[src/rtl/stepper_pkg.sv]
// Shared definitions for the elevator stepper move sequencer: coil patterns,
// FSM encoding and the default step rate.
package stepper_pkg;

  localparam int unsigned DefaultClkDiv = 50000;

  // Coil patterns ordered {x, y, xb, yb}
  localparam logic [3:0] P0 = 4'b0011;
  localparam logic [3:0] P1 = 4'b1001;
  localparam logic [3:0] P2 = 4'b1100;
  localparam logic [3:0] P3 = 4'b0110;

  typedef enum logic [1:0] {
    StIdle,
    StRun,
    StDone
  } state_e;

  function automatic logic [3:0] phase_pattern(input logic [1:0] idx);
    logic [3:0] pat;
    unique case (idx)
      2'd0:    pat = P0;
      2'd1:    pat = P1;
      2'd2:    pat = P2;
      default: pat = P3;
    endcase
    return pat;
  endfunction

endpackage

[src/rtl/step_prescaler.sv]
// Free-running 0..CLK_DIV-1 step-rate counter with synchronous clear and enable;
// tick is high for the one cycle in which the counter sits at its terminal count.
module step_prescaler #(
  parameter int unsigned CLK_DIV = 4
) (
  input  logic clk,
  input  logic rst,
  input  logic clr,
  input  logic en,
  output logic tick
);

  localparam int unsigned CntW = (CLK_DIV > 2) ? $clog2(CLK_DIV) : 1;
  localparam logic [CntW-1:0] LastCnt = CntW'(CLK_DIV - 1);

  logic [CntW-1:0] cnt_q, cnt_d;

  assign tick = en && !clr && (cnt_q == LastCnt);

  always_comb begin
    cnt_d = cnt_q;
    if (clr) begin
      cnt_d = '0;
    end else if (en) begin
      cnt_d = (cnt_q == LastCnt) ? '0 : cnt_q + CntW'(1);
    end
  end

  always_ff @(posedge clk or posedge rst) begin
    if (rst) begin
      cnt_q <= '0;
    end else begin
      cnt_q <= cnt_d;
    end
  end

endmodule

[src/rtl/stepper_move_ctrl.sv]
// Stepper move sequencer: accepts a (dir, steps) command, paces the full-step coil
// sequence at one step per CLK_DIV cycles, tracks absolute position and pulses done.
module stepper_move_ctrl
  import stepper_pkg::*;
#(
  parameter int unsigned CLK_DIV   = DefaultClkDiv,
  parameter int unsigned STEP_W    = 16,
  parameter int unsigned POS_W     = 16,
  parameter bit          HOLD_IDLE = 1'b1
) (
  input  logic              clk,
  input  logic              rst,
  input  logic              cmd_valid,
  output logic              cmd_ready,
  input  logic              cmd_dir,
  input  logic [STEP_W-1:0] cmd_steps,
  input  logic              abort,
  output logic              x,
  output logic              y,
  output logic              xb,
  output logic              yb,
  output logic              busy,
  output logic              done,
  output logic [POS_W-1:0]  position
);

  localparam logic [3:0] CoilRst = HOLD_IDLE ? P0 : 4'b0000;

  state_e            state_q, state_d;
  logic              dir_q, dir_d;
  logic [STEP_W-1:0] rem_q, rem_d;
  logic [1:0]        phase_q, phase_d;
  logic [POS_W-1:0]  pos_q, pos_d;
  logic [3:0]        coil_q, coil_d;
  logic              accept;
  logic              tick;

  assign accept = cmd_valid && (state_q == StIdle);

  step_prescaler #(
    .CLK_DIV (CLK_DIV)
  ) u_prescaler (
    .clk  (clk),
    .rst  (rst),
    .clr  (accept),
    .en   (state_q == StRun),
    .tick (tick)
  );

  always_comb begin
    state_d = state_q;
    dir_d   = dir_q;
    rem_d   = rem_q;
    phase_d = phase_q;
    pos_d   = pos_q;
    unique case (state_q)
      StIdle: begin
        if (cmd_valid) begin
          dir_d   = cmd_dir;
          rem_d   = cmd_steps;
          state_d = (cmd_steps == '0) ? StDone : StRun;
        end
      end
      StRun: begin
        // Abort beats a coincident tick: the move stops without taking that step.
        if (abort) begin
          state_d = StDone;
        end else if (tick) begin
          phase_d = dir_q ? phase_q - 2'd1 : phase_q + 2'd1;
          pos_d   = dir_q ? pos_q - POS_W'(1) : pos_q + POS_W'(1);
          rem_d   = rem_q - STEP_W'(1);
          if (rem_q == STEP_W'(1)) begin
            state_d = StDone;
          end
        end
      end
      StDone: begin
        state_d = StIdle;
      end
      default: begin
        state_d = StIdle;
      end
    endcase

    coil_d = (HOLD_IDLE || (state_d == StRun)) ? phase_pattern(phase_d) : 4'b0000;
  end

  always_ff @(posedge clk or posedge rst) begin
    if (rst) begin
      state_q <= StIdle;
      dir_q   <= 1'b0;
      rem_q   <= '0;
      phase_q <= 2'd0;
      pos_q   <= '0;
      coil_q  <= CoilRst;
    end else begin
      state_q <= state_d;
      dir_q   <= dir_d;
      rem_q   <= rem_d;
      phase_q <= phase_d;
      pos_q   <= pos_d;
      coil_q  <= coil_d;
    end
  end

  assign {x, y, xb, yb} = coil_q;
  assign busy      = (state_q == StRun);
  assign done      = (state_q == StDone);
  assign cmd_ready = (state_q == StIdle);
  assign position  = pos_q;

endmodule

[config.mk]
export PLATFORM = sky130hd
export DESIGN_NAME = stepper_move_ctrl
export DESIGN_NICKNAME = d
export VERILOG_FILES = /design/src/rtl/stepper_pkg.sv /design/src/rtl/step_prescaler.sv /design/src/rtl/stepper_move_ctrl.sv
export SDC_FILE = /design/constraint.sdc
export NUM_CORES = 1
export LEC_CHECK = 0
export CAP_MARGIN = 20
export CORE_UTILIZATION = 50
export CTS_CLUSTER_SIZE = 20
export DETAILED_ROUTE_END_ITERATION = 16
export GPL_ROUTABILITY_DRIVEN = 1
export GPL_TIMING_DRIVEN = 0
export PLACE_DENSITY_LB_ADDON = 0.1
export RECOVER_POWER = 50
export SYNTH_ARGS = -nofsm -noshare
export SYNTH_HDL_FRONTEND = slang
export SYNTH_HIERARCHICAL = 1
export SYNTH_SLANG_ARGS = --single-unit
[constraint.sdc]
create_clock -name clk -period 2.8 [get_ports clk]
set_input_delay 0.42 -clock clk [delete_from_list [all_inputs] [get_ports clk]]
set_output_delay 0.42 -clock clk [all_outputs]
set_load 0.02 [all_outputs]
==> flow_summary_export.csv, run 1 <==
group,metric,value,unit
detailed_routing,detail_route.wl_per_cell,15.49,um
final_layout,final_cell_mix,"dfrtp_1 (54), nand2_1 (41), nor2_1 (35)",
sta,finalSetupViolations,0,
grt,initial_antenna_violation_count,0,
clock_tree,cts-htree-levels,3,
final_layout,drive_gt1_share,12.45,%
worst_setup_path,cp_max_fo,14,
grt,grt_util_all_layers,24.71,%
clock_tree,cts_made_buffers,9,
grt,groute.layer.met1.usage,33.37,%
die,die_x,88.91,um
final_layout,finalCoreUtilization,64.21,%
placed_design,gp_congestion,0.9035,
detailed_routing,viasPerCell,5.945,
power_and_ir_drop,design_power_total,3739,uW
synth,synthesis.instances,435,
die,fp.dieH,88.91,um
detailed_routing,via_count,3549,
clock_tree,postCtsHoldBufs,0,
grt,m3_gr_usage,3.786,%
sta,hold_viol_final,0,
detailed_routing,antenna_left,0,
final_layout,layout.cells.most_common,"dfrtp_1",
clock_tree,clock_tree.root_cell,"clkbuf_8",
synth,postSynthRegisterBits,57,
detailed_routing,drc,0,
run,drv.max_cap_violation_count,1,
synth,synthArstFlopShare,100.0,%
final_layout,final_net_count,536,
synth,synth_area_leader_cell,"dfrtp_1",
sta,period_needed,2.631,ns
synth,ys_seq_area_share,37.84,%
grt,most_heavily_used_metal_layer_in_global_routing,"met2",
outcome,failed_checks,"max-capacitance violations, max-slew violations",
power_and_ir_drop,vdd.ir_drop.worst,0.7333,mV
worst_setup_path,type_of_the_worst_setup_path,"register to register",
worst_setup_path,timing.critical_path.arrival,2.86,ns
worst_setup_path,r2r-end,"coil_q[2]",
clock_tree,clock_tree.buffer_depth,2,
synth,synth_fp_nets,478,
final_layout,area_of_the_multi_input_gates,2233,sq um
final_layout,antenna_cells,0,
clock_tree,tritoncts,"yes",
grt,gr-usage-met2,39.23,%
sta,timing.fmax,380.1,MHz
hold_path,min_delay_worst_type,"register to register",
clock_tree,clk_pin_slew_worst_paths,0.08,ns
worst_setup_path,critPathRequiredTime,3.03,ns
sta,worstMarginPinSlew,1.591,ns
worst_setup_path,worst-r2r-cell-count,11,
synth,yosys.cell_types.count,67,
sta,fin_crit_share,93.96,%
sta,finalSetupTns,0,ns
grt,global_route_wire_length_before_repair,14990,um
synth,syn_area_per_cell,8.681,sq um
worst_setup_path,rrSetupSlack,0.17,ns
clock_tree,clock_insertion_delay_worst_skew,0.34,ns
die,start_util,51.78,%
hold_path,worst_hold_path.endpoint,"position[7]",
synth,synthesis.yosys.warnings,6,
sta,finalClockSkew,0.01096,ns
hold_path,min_from,"position[7]",
placed_design,placed_area,4337,sq um
power_and_ir_drop,power_leakage,0.002052,uW
synth,synth.area.top_cells,"dfrtp_1 (36%), ha_1 (7.0%), o21ai_0 (4.2%), nand2_1 (4.2%), nor2_1 (3.6%)",
worst_setup_path,end_kind,"register",
final_layout,fill_cells,644,
synth,synthDominantCellAreaShare,36.45,%
synth,postSynth.topFlopCell,"dfrtp_1",
placed_design,detailed_place_hpwl,6458,um
hold_path,worstHoldPathCells,2,
synth,synth_area,3776,sq um
detailed_routing,drt_iter0_markers,194,
final_layout,area_delta_synth_final,23.99,%
grt,grt-ovfl-total,0,
synth,synth_edf_count,0,
detailed_routing,wirelength,9245,um
placed_design,numPlacedInstances,577,
grt,vias_in_the_first_global_route,3253,
sta,rsz_0062_raised_after_global_routing,"false",
die,die_footprint,7904,sq um
final_layout,number_of_non_filler_instances_in_the_completed_layout,597,
outcome,run_status,"finished with violations",
placed_design,place.port_buffers,43,
die,rows,31,
detailed_routing,drtPass1Iterations,4,
die,floorplan.io_pins,44,
final_layout,final_area,4682,sq um
grt,largest_net_degree_at_the_start_of_global_routing,42,
die,placeableCoreArea,7292,sq um
worst_setup_path,startpoint_class_of_the_critical_path,"register",
power_and_ir_drop,power.density_cell_area,798.6,nW/um^2
worst_setup_path,regToRegStartpoint,"u_prescaler/cnt_q[0]",
sta,slew_violations,42,
clock_tree,cts_num_sinks,57,
sta,max_slew_margin,-6.167,%
final_layout,ff_latch_area,1430,sq um
## report_power, final
part	switching [uW]	leakage [uW]	internal [uW]
Clock	370	0.000119	619
Combinational	920	0.00119	626
Sequential	225	0.000739	979
## worst max-delay path by stage
| stage | to | depth (start not counted) | from |
|---|---|---|---|
| after global placement | coil_q[0] | 11 | cmd_valid |
| final | coil_q[2] | 11 | u_prescaler/cnt_q[0] |
| after detailed placement | coil_q[0] | 12 | state_q[1] |
| after CTS | rem_q[2] | 11 | state_q[0] |
| after global routing | coil_q[0] | 11 | u_prescaler/cnt_q[0] |
| after floorplan | coil_q[0] | 12 | state_q[1] |
## layout make-up
cell class / count / area share [%]
buffer: 18 / 2.218
clock inverter: 6 / 2.432
sequential: 57 / 30.55
multi-input combinational: 342 / 47.70
inverter: 15 / 1.203
timing repair buffer: 50 / 10.32
clock buffer: 10 / 2.940
tap: 99 / 2.646
## stage by stage
stage | hold WS [ns] | setup WS, ns
after floorplan | 0.3337 | 0.01474
after global placement | 0.4844 | -0.6093
after detailed placement | 0.4995 | -0.6765
after CTS | 0.5134 | 0.01045
after global routing | 0.5431 | 0.02122
final | 0.5091 | 0.1691
## synthesized netlist by cell type, drive strengths merged (4+ instances only)
library cell and n:
nand3 18, a21o 10, nand4 8, o22a 6, nor2 36, clkbuf 11
a211oi 6, o21ai 33, nor3 12, inv 15, buf 10, ha 21
xor2 6, nand2 42, o211ai 4, xnor2 8, or2 6, nor4 11
nand2b 7, dfrtp 55, o22ai 4, o21a 4, a21oi 26, a31oi 20
## worst max-delay path, cell delays in order (launching register included)
cell and delay, ns:
dfrtp_1 0.37, ha_1 0.23, and4b_1 0.26, nand4_1 0.17, buf_6 0.20, nor2_4 0.13, nor3b_4 0.32, nand2_2 0.11
xnor2_2 0.17, buf_4 0.15, ha_1 0.16, or2_2 0.26
## routing by layer
metal / wire (um) / vias up / part of all wire, %
met3: 420 / 11 / 4.5
met1: 4403 / 1707 / 48
met4: 135 / 0 / 1.5
met2: 4286 / 95 / 46
li1: - / 1736 / -
met5: 0 / - / 0
## sequential cells by signal, indices dropped and copies added, names as in the netlist
signal / count
coil_q: 4
rem_q: 16
position: 16
phase_q: 2
state_q: 2
u_prescaler/cnt_q: 16
dir_q: 1
## logic make-up (layout without fill, tap and decap cells)
group                      count (synthesis)  count (layout)  share of synthesized area (%)
AOI/OAI and AO/OA                        137             137                          23.33
xor gates and xnor gates                  14              14                          3.247
adders and majority gates                 22              22                          7.488
buffers and inverters                     36              99                          4.175
DFF                                       57              57                          37.84
muxes                                      2               2                         0.5633
and+or+nand+nor                          167             167                          23.36
## repair_timing
action	4_1_cts	5_1_grt
setup buffers	3	4
hold endpoints to repair	0	0
pin swaps	1	5
setup endpoints to repair	35	31
resized for setup	11	13
Note: power is estimated with default switching activity, not from simulation.
==> run 2, diff against run 1 <==
Settings changed: CORE_ASPECT_RATIO set to 1.4.
Clock period 2.8 ns to 2.15 ns, I/O delays scaled along.
==> run 2 against run 1 <==
Net effect:
- the run ends with negative setup slack left
- clock skew decreased by 0.0027 ns
- final area increased by 13%
- critical path depth unchanged
- first-iteration DRC count increased by 66%
- non-clock buffer count increased by 34
- count of clock-buffer cells in the layout increased by 3
- fmax increased by 10%
- clock power about the same
- via count increased by 7.8%
- die area about the same
- register-to-register slack got worse by 0.40 ns
- sequential power increased by 32%
- largest cell class unchanged
- largest power group unchanged
==> flow_summary_export.csv, run 2 (synthesis results as in run 1) <==
group,metric,value,unit
detailed_routing,detail_route.wl_per_cell,17.16,um
power_and_ir_drop,internal_power,3077,uW
die,floorplan.io_pins,44,
sta,timing.fmax,419.4,MHz
power_and_ir_drop,power_leakage,0.002250,uW
grt,vias_in_the_first_global_route,3709,
die,start_util,51.63,%
final_layout,final_net_count,570,
detailed_routing,wirelength,10790,um
worst_setup_path,type_of_the_worst_setup_path,"register to register",
clock_tree,clock_tree.root_cell,"clkbuf_8",
clock_tree,clock_insertion_delay_worst_skew,0.35,ns
outcome,failed_checks,"negative setup slack",
grt,grt_util_all_layers,28.59,%
final_layout,drive_gt1_share,27.63,%
power_and_ir_drop,vdd.ir_drop.worst,0.9095,mV
worst_setup_path,critical-path-top-cell-by-count,"ha_4",
sta,setup_ws,-0.2345,ns
worst_setup_path,critPathRequiredTime,2.42,ns
final_layout,final_cell_mix,"dfrtp_1 (49), clkdlybuf4s50_1 (41), nand2_1 (40)",
grt,global_route_wire_length_before_repair,17280,um
final_layout,area_delta_synth_final,40.29,%
final_layout,fill_cells,580,
sta,finalClockSkew,0.008229,ns
power_and_ir_drop,switchingPower,2255,uW
sta,holdWs,0.4877,ns
die,placeableCoreArea,7315,sq um
sta,rsz_0062_raised_after_global_routing,"true",
worst_setup_path,end_kind,"register",
final_layout,layout.cells.most_common,"dfrtp_1",
placed_design,gp_congestion,0.8648,
worst_setup_path,cp_max_fo,4,
detailed_routing,drtPass1Iterations,4,
sta,hold_viol_final,0,
sta,max_slew_margin,50.60,%
detailed_routing,antenna_left,0,
detailed_routing,drt_iter0_markers,322,
worst_setup_path,timing.critical_path.slowest_stage_cell,"dfrtp_1",
power_and_ir_drop,clkPwrFrac,18.9,%
worst_setup_path,critPathMaxStageDelay,0.40,ns
clock_tree,cts_made_buffers,9,
die,die_x,75.45,um
detailed_routing,drc,0,
power_and_ir_drop,power.switching_fraction,42.29,%
sta,fin_crit_share,110.9,%
sta,worstMarginPinSlew,0.7410,ns
outcome,run_status,"finished with violations",
clock_tree,tritoncts,"yes",
sta,period_needed,2.384,ns
worst_setup_path,regToRegStartpoint,"u_prescaler/cnt_q[1]",
detailed_routing,via_count,3827,
clock_tree,cts_num_sinks,57,
detailed_routing,viasPerCell,6.084,
die,die_footprint,7909,sq um
hold_path,min_delay_worst_type,"primary input to asynchronous set/reset pin",
worst_setup_path,critical_path.startpoint,"u_prescaler/cnt_q[1]",
power_and_ir_drop,design_power_total,5332,uW
clock_tree,clk_pin_slew_worst_paths,0.07,ns
placed_design,place.port_buffers,43,
placed_design,detailed_place_hpwl,6734,um
grt,largest_net_degree_at_the_start_of_global_routing,29,
worst_setup_path,timing.critical_path.arrival,2.66,ns
worst_setup_path,startpoint_class_of_the_critical_path,"register",
die,fp.dieH,104.8,um
clock_tree,cts-htree-levels,3,
clock_tree,clock_tree.buffer_depth,2,
sta,slew_violations,0,
power_and_ir_drop,power.density_cell_area,1007,nW/um^2
sta,finalSetupViolations,14,
power_and_ir_drop,power.share.combinational,51.5,%
run,drv.max_cap_violation_count,0,
power_and_ir_drop,sequential_share_of_power,29.6,%
worst_setup_path,crit_path_cell_trace,"ha_4 -> and4b_1 -> nand4_1 -> buf_6 -> nor2_4 -> nor3b_4 -> nand2_2 -> xnor2_4 -> inv_2 -> ha_4 -> or2_4",
grt,grt-ovfl-total,0,
die,rows,37,
grt,initial_antenna_violation_count,0,
final_layout,antenna_cells,0,
==> run 2: cell count changes in the layout (fill, tap and decap cells not counted), sizes merged <==
cell / delta
clkinv: +2
clkbuf: +5
clkinvlp: -2
inv: -1
dlygate4sd3: -8
bufinv: -2
dlygate4sd2: +1
clkdlybuf4s50: +7
buf: +32
==> run 2: metrics by stage <==
step / area [sq um] / setup TNS [ns] / setup slack [ns] / instances / util (%)
floorplan: 3835 / -0.8397 / -0.3007 / 435 / -
global placement: 4387 / -24.73 / -0.7623 / 575 / 59.97
detailed placement: 4407 / -19.54 / -0.7913 / 576 / 60.25
CTS: 5034 / -1.498 / -0.2196 / 618 / 68.82
global route: 5298 / -3.109 / -0.3701 / 629 / 72.43
finish: 5298 / -1.014 / -0.2345 / 629 / 72.43
==> run 2: worst paths after layout <==
| kind | endpoint | depth (start not counted) | slack (ns) |
|---|---|---|---|
| worst max-delay path | coil_q[0] | 11 | -0.23 |
| worst min-delay path | position[5] | 2 | 0.49 |
| worst max register to register | coil_q[0] | 11 | -0.23 |
| worst min register to register | position[2] | 2 | 0.52 |
| max in group asynchronous | dir_q | 3 | 0.46 |
| min in group clk | position[2] | 2 | 0.52 |
==> run 2: final cells by class <==
type / instances / area, sq um / share of cell area (%)
Clock buffer: 13 / 148.9 / 2.811
Inverter: 15 / 61.31 / 1.157
Buffer: 17 / 165.2 / 3.118
Tap cell: 97 / 121.4 / 2.291
Timing Repair Buffer: 85 / 757.0 / 14.29
Multi-Input combinational cell: 342 / 2565 / 48.42
Clock inverter: 3 / 40.04 / 0.7558
Sequential cell: 57 / 1439 / 27.16
==> run 2: critical path, delay by kind of cell, from the launching register on <==
family                     cells  cell delay (ns)
and+or+nand+nor                6             1.09
DFF                            1             0.40
adders and majority gates      2             0.30
buffers and inverters          2             0.26
xor gates and xnor gates       1             0.25
==> run 2: power groups by stage <==
stage / clock [uW] / combinational (uW) / sequential [uW]
floorplan: 0 / 1500 / 1510
global route: 1070 / 2990 / 1600
finish: 1010 / 2750 / 1580
detailed placement: 0 / 1960 / 1590
CTS: 1030 / 2430 / 1550
global placement: 0 / 1900 / 1580
==> run 2: timing repair <==
item	CTS	global route
pin swaps	32	25
setup endpoints to repair	41	45
gates cloned	2	1
gates resized for setup	72	60
hold buffers	0	0
buffers inserted	27	13
==> run 2: routing by layer <==
metal	routed length, um	up-vias	GRT usage (%)
met5	0	-	0
met4	320	0	12.70
met3	497	35	6.943
met2	5552	133	45.92
met1	4422	1861	35.57
li1	-	1798	-
